File: src/rtl/tm1638_responder.sv
`timescale 1ns/1ps
// tm1638_responder: slave-side decoder for the TM1638 three-wire display
// protocol. Bytes arrive LSB first on dio, sampled on sclk rising edges
// while stb is low. The first byte of each frame is a command. Bytes after
// an address command are written into a 16-byte display RAM.
module tm1638_responder #(
    parameter int SYNC_STAGES = 2
) (
    input  logic         clk,
    input  logic         rst,
    input  logic         stb_in,
    input  logic         sclk_in,
    input  logic         dio_in,
    output logic [127:0] ram_flat,
    output logic         disp_on,
    output logic [2:0]   brightness,
    output logic         wr_valid,
    output logic [3:0]   wr_addr,
    output logic [7:0]   wr_data,
    output logic         cmd_valid,
    output logic [7:0]   cmd_byte,
    output logic         frame_err
);

    typedef enum logic [1:0] {IDLE, CMD, DATA, IGNORE} state_e;

    // ---------------------------------------------------------------
    // Input synchronizers and edge detection
    // ---------------------------------------------------------------
    logic [SYNC_STAGES-1:0] stb_sync_q, stb_sync_d;
    logic [SYNC_STAGES-1:0] sclk_sync_q, sclk_sync_d;
    logic [SYNC_STAGES-1:0] dio_sync_q, dio_sync_d;
    logic                   stb_dly_q, stb_dly_d;
    logic                   sclk_dly_q, sclk_dly_d;
    // Fills with ones after reset. Stb edges are ignored until the chain has
    // flushed, so a stb held low through reset does not fake a falling edge.
    logic [SYNC_STAGES:0]   settle_q, settle_d;

    logic stb_s, sclk_s, dio_s, settled;
    logic stb_fall, stb_rise, sclk_rise;

    // Next values of the synchronizer chains and edge registers
    always_comb begin
        stb_sync_d  = {stb_sync_q[SYNC_STAGES-2:0], stb_in};
        sclk_sync_d = {sclk_sync_q[SYNC_STAGES-2:0], sclk_in};
        dio_sync_d  = {dio_sync_q[SYNC_STAGES-2:0], dio_in};
        stb_dly_d   = stb_sync_q[SYNC_STAGES-1];
        sclk_dly_d  = sclk_sync_q[SYNC_STAGES-1];
        settle_d    = {settle_q[SYNC_STAGES-1:0], 1'b1};
    end

    // Synchronizer and edge-detect registers; stb idles high
    // NOTE: every clocked block uses non-blocking assignments so all flops
    // sample the pre-edge values regardless of statement order.
    always_ff @(posedge clk or posedge rst) begin
        if (rst) begin
            stb_sync_q  <= '1;
            sclk_sync_q <= '0;
            dio_sync_q  <= '0;
            stb_dly_q   <= 1'b1;
            sclk_dly_q  <= 1'b0;
            settle_q    <= '0;
        end else begin
            stb_sync_q  <= stb_sync_d;
            sclk_sync_q <= sclk_sync_d;
            dio_sync_q  <= dio_sync_d;
            stb_dly_q   <= stb_dly_d;
            sclk_dly_q  <= sclk_dly_d;
            settle_q    <= settle_d;
        end
    end

    assign stb_s     = stb_sync_q[SYNC_STAGES-1];
    assign sclk_s    = sclk_sync_q[SYNC_STAGES-1];
    assign dio_s     = dio_sync_q[SYNC_STAGES-1];
    assign settled   = settle_q[SYNC_STAGES];
    assign stb_fall  = settled & stb_dly_q & ~stb_s;
    assign stb_rise  = settled & ~stb_dly_q & stb_s;
    assign sclk_rise = ~sclk_dly_q & sclk_s;

    // ---------------------------------------------------------------
    // Protocol FSM, shift register, RAM and output registers
    // ---------------------------------------------------------------
    state_e        state_q, state_d;
    logic [2:0]    bit_cnt_q, bit_cnt_d;
    logic [7:0]    shift_q, shift_d;
    logic [3:0]    addr_ptr_q, addr_ptr_d;
    logic          auto_inc_q, auto_inc_d;
    logic [127:0]  ram_q, ram_d;
    logic          disp_on_q, disp_on_d;
    logic [2:0]    brightness_q, brightness_d;
    logic          wr_valid_q, wr_valid_d;
    logic [3:0]    wr_addr_q, wr_addr_d;
    logic [7:0]    wr_data_q, wr_data_d;
    logic          cmd_valid_q, cmd_valid_d;
    logic [7:0]    cmd_byte_q, cmd_byte_d;
    logic          frame_err_q, frame_err_d;

    // Next-state, byte assembly and command/data decode
    // NOTE: every signal gets a default at the top so no path leaves a
    // signal unassigned, which would otherwise infer a latch.
    always_comb begin
        state_d      = state_q;
        bit_cnt_d    = bit_cnt_q;
        shift_d      = shift_q;
        addr_ptr_d   = addr_ptr_q;
        auto_inc_d   = auto_inc_q;
        ram_d        = ram_q;
        disp_on_d    = disp_on_q;
        brightness_d = brightness_q;
        wr_valid_d   = 1'b0;
        wr_addr_d    = wr_addr_q;
        wr_data_d    = wr_data_q;
        cmd_valid_d  = 1'b0;
        cmd_byte_d   = cmd_byte_q;
        frame_err_d  = frame_err_q;

        if (stb_fall) begin
            state_d   = CMD;
            bit_cnt_d = 3'd0;
            shift_d   = 8'h00;
        end else if (stb_rise) begin
            // Stb edge wins over a coincident sclk edge: that bit is dropped
            state_d   = IDLE;
            bit_cnt_d = 3'd0;
            if (bit_cnt_q != 3'd0)
                frame_err_d = 1'b1;
        end else if (sclk_rise && !stb_s && state_q != IDLE) begin
            shift_d[bit_cnt_q] = dio_s;
            bit_cnt_d          = bit_cnt_q + 3'd1;
            if (bit_cnt_q == 3'd7) begin
                case (state_q)
                    CMD: begin
                        cmd_valid_d = 1'b1;
                        cmd_byte_d  = shift_d;
                        state_d     = IGNORE;
                        case (shift_d[7:6])
                            2'b01: begin
                                if (shift_d[1:0] == 2'b00)
                                    auto_inc_d = ~shift_d[2];
                                else
                                    frame_err_d = 1'b1;
                            end
                            2'b11: begin
                                addr_ptr_d = shift_d[3:0];
                                state_d    = DATA;
                            end
                            2'b10: begin
                                disp_on_d    = shift_d[3];
                                brightness_d = shift_d[2:0];
                            end
                            default: frame_err_d = 1'b1;
                        endcase
                    end
                    DATA: begin
                        ram_d[{addr_ptr_q, 3'b000} +: 8] = shift_d;
                        wr_valid_d = 1'b1;
                        wr_addr_d  = addr_ptr_q;
                        wr_data_d  = shift_d;
                        if (auto_inc_q)
                            addr_ptr_d = addr_ptr_q + 4'd1;
                    end
                    default: frame_err_d = 1'b1;
                endcase
            end
        end
    end

    // State, datapath and output registers
    // NOTE: the display RAM is reset along with the control state because
    // it drives the panel directly and must come up blank.
    always_ff @(posedge clk or posedge rst) begin
        if (rst) begin
            state_q      <= IDLE;
            bit_cnt_q    <= 3'd0;
            shift_q      <= 8'h00;
            addr_ptr_q   <= 4'd0;
            auto_inc_q   <= 1'b1;
            ram_q        <= '0;
            disp_on_q    <= 1'b0;
            brightness_q <= 3'd0;
            wr_valid_q   <= 1'b0;
            wr_addr_q    <= 4'd0;
            wr_data_q    <= 8'h00;
            cmd_valid_q  <= 1'b0;
            cmd_byte_q   <= 8'h00;
            frame_err_q  <= 1'b0;
        end else begin
            state_q      <= state_d;
            bit_cnt_q    <= bit_cnt_d;
            shift_q      <= shift_d;
            addr_ptr_q   <= addr_ptr_d;
            auto_inc_q   <= auto_inc_d;
            ram_q        <= ram_d;
            disp_on_q    <= disp_on_d;
            brightness_q <= brightness_d;
            wr_valid_q   <= wr_valid_d;
            wr_addr_q    <= wr_addr_d;
            wr_data_q    <= wr_data_d;
            cmd_valid_q  <= cmd_valid_d;
            cmd_byte_q   <= cmd_byte_d;
            frame_err_q  <= frame_err_d;
        end
    end

    assign ram_flat   = ram_q;
    assign disp_on    = disp_on_q;
    assign brightness = brightness_q;
    assign wr_valid   = wr_valid_q;
    assign wr_addr    = wr_addr_q;
    assign wr_data    = wr_data_q;
    assign cmd_valid  = cmd_valid_q;
    assign cmd_byte   = cmd_byte_q;
    assign frame_err  = frame_err_q;

endmodule
File: config.mk
export PLATFORM = sky130hd
export DESIGN_NAME = tm1638_responder
export DESIGN_NICKNAME = d
export VERILOG_FILES = /design/src/rtl/tm1638_responder.sv
export SDC_FILE = /design/constraint.sdc
export NUM_CORES = 1
export LEC_CHECK = 0
export CORE_MARGIN = 3
export CORE_UTILIZATION = 40
export CTS_BUF_LIST = sky130_fd_sc_hd__clkbuf_8
export DETAILED_ROUTE_END_ITERATION = 7
export PLACE_DENSITY = 0.68
export SLEW_MARGIN = 15
export SYNTH_ARGS = -nofsm -noshare
export SYNTH_HDL_FRONTEND = slang
export SYNTH_SLANG_ARGS = --single-unit
File: constraint.sdc
create_clock -name clk -period 5.82 [get_ports clk]
set_input_delay 0.582 -clock clk [delete_from_list [all_inputs] [get_ports clk]]
set_output_delay 0.582 -clock clk [all_outputs]
set_load 0.02 [all_outputs]
==> results.txt, run 1 <==
The met2 track demand over resource in global routing was 0.329. The logs give 5548 for the number of global-route vias before repair and 2.59 ns for the worst reg-to-reg setup slack. The tools report the relative max-transition margin as 0.346. For the final routed database, the setup TNS stands at 0 ns. For the initial DRC count, the log shows 383.

The library cell occupying the most area in the post-synthesis netlist is sky130_fd_sc_hd__dfrtp_1. In the post-route analysis, the smallest setup slack over all paths is 2.59 ns. Dividing the detail-routed wire length by the instance count gives 19.5 um. Setup violations remaining at the end of the flow were counted as 0.

The run gives 6.13 ns as the endpoint required time on the critical path. Static timing analysis puts the maximum clock frequency at 0.309 GHz. The final number of hold-violating endpoints was 0; the floorplan die width was 145 um. The layer with the highest usage is met2. The minimum hold slack is 0.355 ns, and the maximum net fanout on the critical path is 27. After legalization and detailed placement, the total HPWL measured 13700 um. The floorplan has 50 rows.

For the pin with the worst max-slew slack, the measured transition is 0.981 ns. The routed via count divided by cell count is 5.22, and the number of buffer and inverter stages on the critical path is 1. For the post-route clock skew, the log shows 0.0107 ns. Cell with the largest stage delay on the worst path: sky130_fd_sc_hd__inv_1.

On the critical path the largest part of the delay comes from simple AND/OR/NAND/NOR gates. The clock reaches the later pin of the worst-skew pair after 0.46 ns. The number of buffers added on ports came out at 159. The first-pass GRT wire length was 31000 um.

For this run, the slowest stage of the critical path takes 0.55 ns. The run finished with clean final reports. The met1 usage is 0.251.

The end point of the critical path is ram_flat[97]$_DFFE_PP0P_. In this run the static leakage power is 4.52 nW. The area of the mapped netlist is 7670 um2.

In this design, the critical path's most frequently occurring cell is sky130_fd_sc_hd__ha_1. 160 I/O pins were placed. The overall global routing resource usage is 0.194, and the share of the synthesized area in the top cell type is 0.587.

For the initial antenna violation count, the log shows 0. Worst hold path class: reg -> reg. STA puts the critical path data arrival time at 3.54 ns. The share of final-layout standard cells stronger than drive strength 1 is 0.230, and the count of antenna-violating nets left after detailed routing is 0.

The share of synthesized flip-flops with an asynchronous set or reset was 1.00. The kind of end point of the critical path was a flip-flop. The run gives 0.0473 as the global routing met3 resource utilization. Relative to the synthesized area, the layout overhead comes to 29.3%. After synthesis, the mean cell area works out to 12.5 um2. Category of the critical setup timing path: reg -> reg. The fraction of the yosys area taken by sequential cells was 0.601; the final weighted congestion of routability-driven global placement was 0.887. The starting density of the core was 0.409. Synthesis inferred 184 register bits.

The cell count after synthesis was 615; the routed wire length was 19900 um. Once the clock tree was built, the resizer swapped 0 gates to a different size. At the end of the flow, the number of nets in the layout was 785.

Counting the buffers created by CTS gives 17. Clock-pin slew was measured on the worst setup and hold paths at 0.09 ns. Walking the worst path, the cells encountered are ha_1, ha_1, a21boi_1, nand4_4, inv_1, nand4b_1, nand2_1, o21ai_0.

For the total nets after synthesis, the log shows 627. The logs give 184 for the clock sink count and 4 for the maximum level of the CTS H-tree. The placeable core region was 18800 um2. The most used flip-flop cell after synthesis is sky130_fd_sc_hd__dfrtp_1.

Setup repair after global routing left no endpoint under its margin. Entering global routing, the biggest net connects 75 pins. Yosys mapped a number of flops with a built-in enable equal to 0.

The tools report the root buffer cell as sky130_fd_sc_hd__clkbuf_8. The vertical extent of the die was 145 um; the number of max-slew violations in the final report was 0. The post-route minimum period was 3.23 ns. Post-CTS timing repair inserted 0 buffers for setup.

The routed via count was 5322. Worst setup slack after placement: 2.61 ns. The number of hold buffers added after CTS is 0, and the power density over cell area is 241 nW/um2.

The largest voltage drop on the vdd net was 0.138 mV; the worst-case clock buffer depth was 2. TritonCTS built the clock tree. Counting buffers and inverters, the worst setup path is 8 cells deep.

Number of max-cap violations: 0. The run gives 0 as the antenna diode instance count. The tools report the overflow left after global routing as 0.

The share of the cycle needed by the critical path after routing is 0.556. In this run the worst setup path begins at bit_cnt_q[1]$_DFFE_PP0P_. Post-route DRC violation count: 0. The die covers 20900 um2. The unique cell type count in the Yosys netlist came out at 51.

The number of cells on the worst reg-to-reg path was 8. Sorting the synthesized cells by area gives the leading types as sky130_fd_sc_hd__dfrtp_1, sky130_fd_sc_hd__mux2_2, sky130_fd_sc_hd__nor2_1. The number of search-and-repair iterations in the first detailed-routing pass is 5.

The tools report the kind of start point of the critical path as a flip-flop. The Yosys warning count is 0. The reg-to-reg endpoint is ram_flat[97]$_DFFE_PP0P_. Critical register-to-register path startpoint: bit_cnt_q[1]$_DFFE_PP0P_.
## logic make-up after synthesis
| logic type | count (synthesis) | share of synthesized area |
|---|---|---|
| compound gates | 87 | 0.0719 |
| other cells | 1 | 0.000489 |
| flops | 184 | 0.601 |
| mux | 121 | 0.176 |
| simple gates | 171 | 0.112 |
| fa+ha+maj | 7 | 0.0114 |
| buf+inv | 39 | 0.0215 |
| xor+xnor | 5 | 0.00571 |
## power by group
group	leakage, nW	total [W]	switching [W]	internal [W]
Sequential	2.53	0.00132	0.0000253	0.00130
Clock	0.211	0.000852	0.000449	0.000403
Combinational	1.78	0.000215	0.000151	0.0000637
Total	4.52	0.00239	0.000625	0.00177
## area by class of cell
class	count	area, um2
sequential	184	4610
fill	1633	8840
inverter	10	42.5
tap	234	293
clock buffer	19	262
clock inverter	13	129
multi-input combinational	392	2930
timing repair buffer	168	1660
## sequential cells by signal, summed over array words and instances (netlist names), 2 cells and up
signal       flops
settle_q         3
wr_addr          4
dio_sync_q       2
bit_cnt_q        3
brightness       3
shift_q          8
sclk_sync_q      2
stb_sync_q       2
cmd_byte         8
ram_flat       128
addr_ptr_q       4
wr_data          8
state_q          2
## Yosys cell counts, drive strengths merged, types with 8 or more instances
cell and instances:
dfrtp 180, o21ai 38, mux2 111, a211oi 8, mux2i 10, nand2 45, nand3 17, nor2 77
a21oi 19, inv 10, clkbuf 19, buf 10
## layer usage
metal	vias up	part of all wire
li1	2448	-
met1	2699	0.42
met2	153	0.52
met3	22	0.050
met4	0	0.013
met5	-	0
## through the flow
step / util / total power (W) / instance area [um2] / std cells
after floorplan: - / 0.00146 / 7670 / 615
after global placement: 0.508 / 0.00156 / 9530 / 988
after detailed placement: 0.508 / 0.00157 / 9530 / 988
after CTS: 0.529 / 0.00243 / 9920 / 1020
after global routing: 0.529 / 0.00250 / 9920 / 1020
final: 0.529 / 0.00239 / 9920 / 1020
## worst min path at each step
| stage | start | endpoint | slack (ns) | depth (start not counted) |
|---|---|---|---|---|
| floorplan | dio_sync_q[0]$_DFF_PP0_ | dio_sync_q[1]$_DFF_PP0_ | 0.33 | 0 |
| global placement | settle_q[0]$_DFF_PP0_ | settle_q[1]$_DFF_PP0_ | 0.33 | 0 |
| detailed placement | settle_q[0]$_DFF_PP0_ | settle_q[1]$_DFF_PP0_ | 0.33 | 0 |
| CTS | settle_q[0]$_DFF_PP0_ | settle_q[1]$_DFF_PP0_ | 0.35 | 0 |
| global route | settle_q[1]$_DFF_PP0_ | settle_q[2]$_DFF_PP0_ | 0.37 | 0 |
| finish | settle_q[0]$_DFF_PP0_ | settle_q[1]$_DFF_PP0_ | 0.35 | 0 |
## cell usage in the layout, fill, tap and decap left out, types with 3 or more instances in the layout
cell,synthesis,layout
sky130_fd_sc_hd__nand2_1,42,42
sky130_fd_sc_hd__inv_1,10,12
sky130_fd_sc_hd__mux2i_2,0,7
sky130_fd_sc_hd__nor3_1,6,6
sky130_fd_sc_hd__mux2i_1,10,3
sky130_fd_sc_hd__nand3_2,8,8
sky130_fd_sc_hd__a21oi_1,19,18
sky130_fd_sc_hd__nand2_2,3,3
sky130_fd_sc_hd__o21ai_0,38,38
sky130_fd_sc_hd__mux2_2,111,111
sky130_fd_sc_hd__a211oi_1,8,8
sky130_fd_sc_hd__o21a_1,4,4
sky130_fd_sc_hd__dfstp_2,4,4
sky130_fd_sc_hd__dfrtp_1,180,180
sky130_fd_sc_hd__buf_4,3,9
sky130_fd_sc_hd__nand3_1,9,9
sky130_fd_sc_hd__clkbuf_8,0,19
sky130_fd_sc_hd__nor2_1,77,77
sky130_fd_sc_hd__and2_1,3,3
sky130_fd_sc_hd__clkinv_2,0,3
sky130_fd_sc_hd__nand2b_1,3,3
sky130_fd_sc_hd__inv_6,0,5
sky130_fd_sc_hd__xnor2_1,3,3
sky130_fd_sc_hd__ha_1,7,7
sky130_fd_sc_hd__clkdlybuf4s50_1,0,159
No activity file was read; power rests on OpenSTA's default activity.
==> inputs of run 2 (changes only) <==
Clock period 5.82 ns to 2.8 ns, I/O delays scaled along.
==> run 2 against run 1 <==
  * Critical path depth stayed put
  * Register-to-register slack worse by 2.4 ns
  * Flip-flop and latch count stayed put
  * Hold slack worse by 0.097 ns
  * Die area stayed put
  * Combinational power is 130% higher
  * Count of clock-buffer cells in the layout is 1 lower
  * Via count is 1.8% higher
  * Final cell count is 1.7% higher
  * Clock power is 110% higher
==> results.txt, run 2 (synthesized netlist as in run 1, its figures left out) <==
The flow ran to the end, and the final reports show no timing, DRC or antenna violations. Share of final-layout standard cells stronger than drive strength 1: 0.249 (+0.0188). The worst setup path is captured at a flip-flop. The logs give 348 (-9.1%) for the initial DRC count and 0 (unchanged) for the overflow left after global routing. The post-route clock skew was 0.0131 ns (+0.00242 ns). Leaving out fill and tap cells, the most frequent cell in the layout is sky130_fd_sc_hd__dfrtp_1.

The setup TNS is 0 ns (unchanged), and the area of all placed cells without fillers is 10100 um2 (+1.5%). The routed via count divided by cell count was 5.23 (+0.15%). The setup path with the least slack is of type reg -> reg.

The run gives 0 (unchanged) as the post-route DRC violation count. The worst setup path is launched from a flip-flop. The per-cell routed wire length came out at 19.2 um (-1.8%). TritonCTS built the clock tree. The row count is 50 (unchanged), and the maximum net fanout on the critical path is 9 (-67%). The logs give 160 (unchanged) for the number of I/O pins and 0.18 ns (-2.41 ns) for the worst reg-to-reg setup slack. In this run the clock root is driven by a sky130_fd_sc_hd__clkbuf_8. The depth of the critical timing path with buffers and inverters included came out at 8 (unchanged). The number of flip-flops in the largest register was 128 (unchanged); the routed via count was 5419 (+1.8%). The logs give 4.59 nW (+1.6%) for the leakage power summed over all cells and 0.00133 W (+110%) for the power dissipated by switching net loads.

The number of buffers added on ports is 159 (unchanged), and the post-route minimum period is 2.62 ns (-0.613 ns). The final core utilization is 0.537 (+0.00787). The slew at the pin closest to its max-slew limit is 0.746 ns (-0.235 ns). Fraction of power spent switching nets: 0.266 (+0.00457). The kind of cell with the highest combined delay along the critical path is simple AND/OR/NAND/NOR gates.

The relative contribution of combinational cells to total power was 0.097 (+0.007); the number of nets at the end of the flow was 802 (+2.2%). The logs give 0 (unchanged) for the initial antenna violation count and 0 (unchanged) for the number of max-slew violations in the final report. For the endpoint required time on the critical path, the log shows 3.14 ns (-2.99 ns). The worst hold path belongs to the class in -> reg. The tools report the overall global routing resource usage as 0.195 (+0.00117).

The routed wire length is 19900 um (-0.14%). The run gives 0 (unchanged) as the final number of hold-violating endpoints. The internal power consumption came out at 0.00368 W (+110%). The vertical extent of the die came out at 145 um (unchanged). The stage delay of the slowest cell on the critical path came out at 0.47 ns (-0.08 ns).

The count of cells along the worst hold path is 1 (+1). The number of global-route vias before repair is 5575 (+0.49%), and the number of buffer and inverter stages on the critical path is 2 (+1). The arrival time at the worst endpoint was 2.96 ns (-0.58 ns). For the largest voltage drop on the vdd net, the log shows 0.273 mV (+97%). The maximum level of the CTS H-tree is 4 (unchanged), and the worst-case clock buffer depth is 2 (unchanged). The clock edge transition at the registers on the reported setup and hold paths was 0.09 ns (about the same); the number of search-and-repair iterations in the first detailed-routing pass was 5 (unchanged). The share of the cycle needed by the critical path after routing came out at 0.936 (+0.381).

In the layout the commonest cells are sky130_fd_sc_hd__dfrtp_1, sky130_fd_sc_hd__clkdlybuf4s50_1, sky130_fd_sc_hd__mux2_2. The part of the power in the clock network is 0.355 (about the same), and the placeable core region is 18800 um2 (unchanged). The total half-perimeter wirelength after legalization and detailed placement was 13900 um (+1.3%); the starting density of the core was 0.409 (unchanged).

The number of buffers added by the clock tree synthesis step came out at 17 (unchanged). Clock insertion delay at the later pin of the skew report: 0.46 ns (about the same). The antenna diode instance count was 0 (unchanged); the area enclosed by the die boundary was 20900 um2 (unchanged). The highest clock frequency the design can meet is 0.381 GHz (+23%), and the sequential power share is 0.548 (-0.006). The first-pass GRT wire length was 31100 um (+0.34%). Setup repair after global routing left no endpoint under its margin. The number of cells on the worst reg-to-reg path was 8 (unchanged). Compared with the post-synthesis result, the final layout area differs by 31.2%.

The count of antenna-violating nets left after detailed routing is 0 (unchanged). The maximum number of pins on one net before global-route repair was 132 (+76%); the number of max-cap violations was 0 (unchanged). The critical path goes through inv_1, ha_2, nor2b_1, o21ai_0, a21boi_0, buf_4, nand3_2, mux2_2. The final count of negative-setup-slack endpoints is 0 (unchanged), and the power density over cell area is 498 nW/um2 (+110%). Floorplan die width: 145 um (unchanged). Clock sink count: 184 (unchanged). The run gives 0.503 (+0.157) as the relative max-transition margin. The final weighted congestion of routability-driven global placement is 0.858 (-3.3%), and the placed instance area is 9670 um2 (+1.5%). The cell with the largest stage delay on the worst path is sky130_fd_sc_hd__dfrtp_1. The run gives 1594 (-2.4%) as the count of fill cells added during filler insertion.
run 2: layout make-up:
type                       instances  area [um2]  area share
clock inverter                    14         149      0.0148
tap                              234         293      0.0291
sequential                       184        4610       0.458
multi-input combinational        392        2930       0.291
clock buffer                      18         248      0.0246
inverter                          10        41.3     0.00410
timing repair buffer             185        1800       0.179
run 2: metrics by stage:
stage	cells	hold slack, ns	setup slack (ns)	total power, W
global route	1037	0.210	0.0230	0.00525
finish	1037	0.258	0.178	0.00502
floorplan	615	0.284	0.0759	0.00304
detailed placement	1005	0.336	0.157	0.00329
global placement	1005	0.334	0.328	0.00329
CTS	1037	0.218	0.148	0.00509
run 2: worst paths after layout:
| check | startpoint | to |
|---|---|---|
| setup / recovery | addr_ptr_q[1]$_DFFE_PP0P_ | ram_flat[127]$_DFFE_PP0P_ |
| setup reg to reg | addr_ptr_q[1]$_DFFE_PP0P_ | ram_flat[127]$_DFFE_PP0P_ |
| hold reg to reg | settle_q[0]$_DFF_PP0_ | settle_q[1]$_DFF_PP0_ |
| max in group asynchronous | rst | ram_flat[73]$_DFFE_PP0P_ |
| min in group asynchronous | rst | sclk_sync_q[0]$_DFF_PP0_ |
| hold / removal | dio_in | dio_sync_q[0]$_DFF_PP0_ |
run 2: routing by layer:
metal  global-route usage  routed length (um)  up-vias  share of wire
met4               0.0525                 302        0          0.015
met3               0.0476                1010       22          0.051
li1                     -                   -     2487              -
met2                0.332               10000      163           0.51
met5                    0                   0        -              0
met1                0.251                8520     2747           0.43
run 2: power by group through the flow:
stage	combinational [W]	sequential (W)	clock, W
after CTS	0.000499	0.00275	0.00185
after global routing	0.000533	0.00276	0.00196
after global placement	0.000494	0.00279	0
after floorplan	0.000247	0.00279	0
after detailed placement	0.000496	0.00280	0
final	0.000487	0.00275	0.00178
run 2: timing repair:
| action | CTS | global route |
|---|---|---|
| setup endpoints to repair | 0 | 8 |
| setup buffers | 0 | 0 |
| resized for setup | 0 | 1 |
| hold buffers | 0 | 0 |
